`src/rtl/rgb_pkg.sv`:
```
// Shared colour constants, ramp state encoding and the clamped step helper
// used by the RGB fade ramp.
package rgb_pkg;

  typedef enum logic {
    IDLE = 1'b0,
    RAMP = 1'b1
  } ramp_state_e;

  // 24-bit {R,G,B} colours at 0x7F full scale.
  localparam logic [23:0] RED    = 24'h7F0000;
  localparam logic [23:0] YELLOW = 24'h7F7F00;
  localparam logic [23:0] GREEN  = 24'h007F00;
  localparam logic [23:0] CYAN   = 24'h007F7F;
  localparam logic [23:0] BLUE   = 24'h00007F;
  localparam logic [23:0] VIOLET = 24'h7F007F;

  // Move duty one step toward tgt; snap to tgt when within one step so the
  // result never overshoots or wraps.
  function automatic logic [7:0] step_toward(input logic [7:0] duty,
                                             input logic [7:0] tgt,
                                             input logic [7:0] step);
    logic signed [8:0] diff;
    logic [8:0]        mag;
    diff = $signed({1'b0, tgt}) - $signed({1'b0, duty});
    mag  = diff[8] ? 9'(-diff) : 9'(diff);
    if (mag <= {1'b0, step}) begin
      return tgt;
    end else if (diff[8]) begin
      return duty - step;
    end else begin
      return duty + step;
    end
  endfunction

endpackage

```
`src/rtl/rgb_fade_chan.sv`:
```
// One colour channel: duty and target registers plus the clamped step.
// at_target means the next step lands exactly on the latched target.
module rgb_fade_chan
  import rgb_pkg::*;
#(
  parameter logic [7:0] STEP    = 8'd1,
  parameter logic [7:0] RST_VAL = 8'h00
) (
  input  logic       clk,
  input  logic       nrst,
  input  logic       load,
  input  logic       step_en,
  input  logic [7:0] tgt_in,
  output logic [7:0] duty,
  output logic       at_target,
  output logic       load_match
);

  logic [7:0] duty_q, duty_d;
  logic [7:0] tgt_q, tgt_d;
  logic [7:0] stepped;

  always_comb begin
    stepped = step_toward(duty_q, tgt_q, STEP);
    duty_d  = duty_q;
    tgt_d   = tgt_q;
    if (load) begin
      tgt_d = tgt_in;
    end else if (step_en) begin
      duty_d = stepped;
    end
  end

  always_ff @(posedge clk or negedge nrst) begin
    if (!nrst) begin
      duty_q <= RST_VAL;
      tgt_q  <= RST_VAL;
    end else begin
      duty_q <= duty_d;
      tgt_q  <= tgt_d;
    end
  end

  assign duty       = duty_q;
  assign at_target  = (stepped == tgt_q);
  assign load_match = (tgt_in == duty_q);

endmodule

```
`src/rtl/rgb_fade_ramp.sv`:
```
// Slews registered R/G/B duty outputs toward loaded targets in fixed steps
// at a prescaled rate, so PWM colour changes fade instead of snapping.
module rgb_fade_ramp
  import rgb_pkg::*;
#(
  parameter int         STEP_DIV = 100_000,
  parameter logic [7:0] STEP     = 8'd1,
  parameter logic [7:0] RST_R    = 8'h7F,
  parameter logic [7:0] RST_G    = 8'h00,
  parameter logic [7:0] RST_B    = 8'h00
) (
  input  logic       clk,
  input  logic       nrst,
  input  logic       load,
  input  logic [7:0] tgt_r,
  input  logic [7:0] tgt_g,
  input  logic [7:0] tgt_b,
  output logic [7:0] duty_r,
  output logic [7:0] duty_g,
  output logic [7:0] duty_b,
  output logic       busy,
  output logic       done
);

  localparam logic [23:0] PRESC_MAX = 24'(STEP_DIV - 1);

  ramp_state_e state_q, state_d;
  logic [23:0] presc_q, presc_d;
  logic        busy_q, busy_d;
  logic        done_q, done_d;
  logic        step_en;
  logic [2:0]  at_target;
  logic [2:0]  load_match;

  rgb_fade_chan #(.STEP(STEP), .RST_VAL(RST_R)) u_chan_r (
    .clk(clk), .nrst(nrst), .load(load), .step_en(step_en), .tgt_in(tgt_r),
    .duty(duty_r), .at_target(at_target[2]), .load_match(load_match[2])
  );

  rgb_fade_chan #(.STEP(STEP), .RST_VAL(RST_G)) u_chan_g (
    .clk(clk), .nrst(nrst), .load(load), .step_en(step_en), .tgt_in(tgt_g),
    .duty(duty_g), .at_target(at_target[1]), .load_match(load_match[1])
  );

  rgb_fade_chan #(.STEP(STEP), .RST_VAL(RST_B)) u_chan_b (
    .clk(clk), .nrst(nrst), .load(load), .step_en(step_en), .tgt_in(tgt_b),
    .duty(duty_b), .at_target(at_target[0]), .load_match(load_match[0])
  );

  // A load always takes priority over a step falling on the same edge.
  always_comb begin
    state_d = state_q;
    presc_d = presc_q;
    busy_d  = busy_q;
    done_d  = 1'b0;
    step_en = 1'b0;
    case (state_q)
      IDLE: begin
        presc_d = '0;
        if (load) begin
          if (&load_match) begin
            done_d = 1'b1;
          end else begin
            state_d = RAMP;
            busy_d  = 1'b1;
          end
        end
      end
      RAMP: begin
        if (load) begin
          presc_d = '0;
          if (&load_match) begin
            state_d = IDLE;
            busy_d  = 1'b0;
            done_d  = 1'b1;
          end
        end else if (presc_q == PRESC_MAX) begin
          presc_d = '0;
          step_en = 1'b1;
          if (&at_target) begin
            state_d = IDLE;
            busy_d  = 1'b0;
            done_d  = 1'b1;
          end
        end else begin
          presc_d = presc_q + 24'd1;
        end
      end
      default: begin
        state_d = IDLE;
        busy_d  = 1'b0;
      end
    endcase
  end

  always_ff @(posedge clk or negedge nrst) begin
    if (!nrst) begin
      state_q <= IDLE;
      presc_q <= '0;
      busy_q  <= 1'b0;
      done_q  <= 1'b0;
    end else begin
      state_q <= state_d;
      presc_q <= presc_d;
      busy_q  <= busy_d;
      done_q  <= done_d;
    end
  end

  assign busy = busy_q;
  assign done = done_q;

endmodule
```
`config.mk`:
```
export PLATFORM = sky130hd
export DESIGN_NAME = rgb_fade_ramp
export DESIGN_NICKNAME = d
export VERILOG_FILES = /design/src/rtl/rgb_pkg.sv /design/src/rtl/rgb_fade_chan.sv /design/src/rtl/rgb_fade_ramp.sv
export SDC_FILE = /design/constraint.sdc
export NUM_CORES = 1
export LEC_CHECK = 0
export ABC_AREA = 0
export BUFFER_PORTS_ARGS = -buffer_cell sky130_fd_sc_hd__buf_4
export CAP_MARGIN = 40
export CORE_UTILIZATION = 50
export DETAILED_ROUTE_END_ITERATION = 8
export PLACE_DENSITY_LB_ADDON = 0.15
export SYNTH_ARGS = -nofsm -noshare
export SYNTH_HDL_FRONTEND = slang
export SYNTH_SLANG_ARGS = --single-unit
```
`constraint.sdc`:
```
create_clock -name clk -period 5.6 [get_ports clk]
set_clock_uncertainty 0.15 [all_clocks]
set_input_delay 0.56 -clock clk [delete_from_list [all_inputs] [get_ports clk]]
set_output_delay 0.56 -clock clk [all_outputs]
set_load 0.03 [all_outputs]
```
==> flow_summary.ini <==
[routing]
routed_wl_mm = 15.53
vias_per_cell = 5.749
vias = 5387
avgRoutedWirePerCell_um = 16.58
drcViolationCount = 0
drtIter0Drc = 316
first_pass_iters = 5
ant_nets = 0

[sta]
finalCriticalPeriod_ns = 4.946
period_share_pct = 88.32
hold_ws_ns = 0.04163
fmax_mhz = 202.2
slew_viol_final = 0
setup_tns_ns = 0
setup_viol = 0
rsz0062_at_grt = no
finalHoldViolations = 0
worst_pin_slew_ns = 0.7987
relSlewSlack_pct = 46.59

[setup_path]
path_cells = ha_1 -> inv_1 -> fa_1 -> a21o_1 -> a221oi_1 -> o21ai_1 -> inv_2 -> ha_1 -> a21o_1 -> a211o_1 -> a21oi_1 -> a21oi_1 -> xnor2_1 -> xnor2_1 -> o41a_1 -> a211oi_2 -> a31oi_1
rrSetupSlack_ns = 0.65
reg2reg_from = u_chan_r.duty[0]
ff2ff_path_depth = 17
worstPathArrival_ns = 5.01
crit_type = flip-flop to flip-flop
max_stage_delay_ns = 0.63
r2r_end = state_q
critPathLaunchType = flip-flop
crit_path_end_kind = flip-flop
worstPathRequired_ns = 5.66
crit_path_top_delay_cell = dfstp_2
path_max_fanout = 10

[cells_and_area]
final_area_mm2 = 0.007267
stdcell_count = 937
layout-drive-gt1-share_pct = 14.69
antenna_cells = 0
area_delta_synth_final_pct = 13.35
fin_nets = 843

[power_and_ir_drop]
p_leak_nw = 3.201
max-vdd-ir-drop_v = 0.0001555
p_per_area_mw_per_mm2 = 231.0

[die]
die_w_um = 115.2
start_util_pct = 52.29
chipHeight_um = 115.2
core_area_mm2 = 0.01226
die_area_mm2 = 0.01328
ioPinCount = 53
num_rows = 40

[clock_network]
cts_root_buffer = clkbuf_16
numCtsBuffers = 9
cts_sinks = 75
htree_levels = 3
hold_buffers = 0
cts_tree = yes
clk_latency_ns = 0.35
postCtsSetupBuffers = 0
clk_pin_slew_ns = 0.07
clockBufferDepth = 2
ctsResizeCount = 0

[yosys]
synth_area_leaders = dfrtp_1 (24%), ha_1 (9.0%), xnor2_1 (8.3%)
synth_top_area_cell = dfrtp_1
syn_nets = 793
syn_avg_cell_area_um2 = 8.979
synth_edf_count = 0
synth_top_area_share_pct = 23.81
syn_inst = 714
synthesis.area_mm2 = 0.006411
seq_area_frac_synth_pct = 29.55
ys_warn_count = 0
synth_ff_type = dfrtp_1
yosys_register_bits = 75
ys_types = 72
async_flop_share_pct = 100.0
synth_commonest_cells = dfrtp_1 (61), xnor2_1 (61), nor2_1 (57)

[outcome]
status = finished clean

[flow_run]
drv_cap = 0

[grt]
grt_pass1_wl_mm = 25.93
grt_use_total_pct = 25.07
grt_pass1_vias = 5344
antenna_found_initial = 0
grt.overflow.total = 0
grt_max_degree = 39

[placed_design]
placed_area_mm2 = 0.006982
place_inst = 921
portBuffers = 52
hpwl_mm = 11.92
place.gp.congestion = 0.8708

[worst_hold_path]
hold_path.class = primary input to async pin
per-layer routing:
layer	wire (um)	part of all wire [%]	vias up	track usage, %
li1	-	-	2674	-
met1	7423	48	2584	34.08
met2	7188	46	116	41.29
met3	742	4.8	13	4.164
met4	178	1.1	0	6.926
met5	0	0	-	0
worst max-delay path: cells and delay by family (launching register included):
family,cells,cell delay (ns)
compound gates,10,2.43
fa+ha+maj,3,0.92
flops,1,0.63
xor+xnor,2,0.42
buf+inv,2,0.26
per-stage QoR:
| stage | util [%] | setup slack, ns | power [W] |
|---|---|---|---|
| final | 59.27 | 0.6542 | 0.001679 |
| after global routing | 59.27 | 0.3303 | 0.001770 |
| after CTS | 59.27 | 0.6532 | 0.001686 |
| after detailed placement | 56.94 | 0.6992 | 0.001111 |
| after global placement | 56.78 | 0.8843 | 0.001097 |
| after floorplan | - | 0.9987 | 0.0009872 |
cells in the final DEF, fill, tap and decap left out, types with 24 or more instances in the layout:
cell	netlist	layout
xnor2_1	61	61
dfrtp_1	61	61
nor2_1	57	57
buf_4	0	54
inv_1	46	46
ha_1	46	46
nand2_1	43	43
xor2_1	38	38
a21oi_1	30	30
o21ai_0	24	24
nand3_1	24	24
power by group:
| group | internal, W | switching (W) | total, W |
|---|---|---|---|
| Clock | 0.000308 | 0.000263 | 0.000571 |
| Sequential | 0.000566 | 0.0000283 | 0.000594 |
| Combinational | 0.000230 | 0.000283 | 0.000513 |
| Total | 0.00110 | 0.000574 | 0.00168 |
how the worst max path moves through the flow:
stage,from,endpoint,slack (ns),cells after the start
CTS,u_chan_r.duty[0],busy,0.65,17
global route,u_chan_b.tgt_q[0],busy,0.33,19
detailed placement,u_chan_r.duty[0],busy,0.70,17
floorplan,u_chan_r.duty[0],busy,1.0,17
finish,u_chan_r.duty[0],state_q,0.65,17
global placement,u_chan_r.duty[0],state_q,0.88,17
registers in the layout (all words and copies together) (netlist names), 8 cells and up:
name            cells
u_chan_g.tgt_q      8
presc_q            24
u_chan_g.duty       8
u_chan_r.tgt_q      8
u_chan_r.duty       8
u_chan_b.duty       8
u_chan_b.tgt_q      8
cell families (layout without fill, tap and decap cells):
| family | count (synthesis) | after routing | share of synthesized area [%] |
|---|---|---|---|
| buffers and inverters | 63 | 118 | 3.767 |
| AOI/OAI and AO/OA | 159 | 159 | 17.00 |
| adders and majority gates | 52 | 52 | 10.85 |
| muxes | 44 | 44 | 7.280 |
| DFF | 75 | 75 | 29.55 |
| and+or+nand+nor | 220 | 220 | 17.33 |
| xor gates and xnor gates | 101 | 101 | 14.23 |
cell type report:
| class | instances | area [um2] |
|---|---|---|
| timing repair buffer | 55 | 425.4 |
| tap | 168 | 210.2 |
| multi-input combinational | 576 | 4275 |
| sequential | 75 | 1894 |
| fill | 1107 | 4995 |
| clock buffer | 9 | 225.2 |
| inverter | 47 | 176.4 |
| clock inverter | 7 | 60.06 |
(Power assumes the default switching activity.)
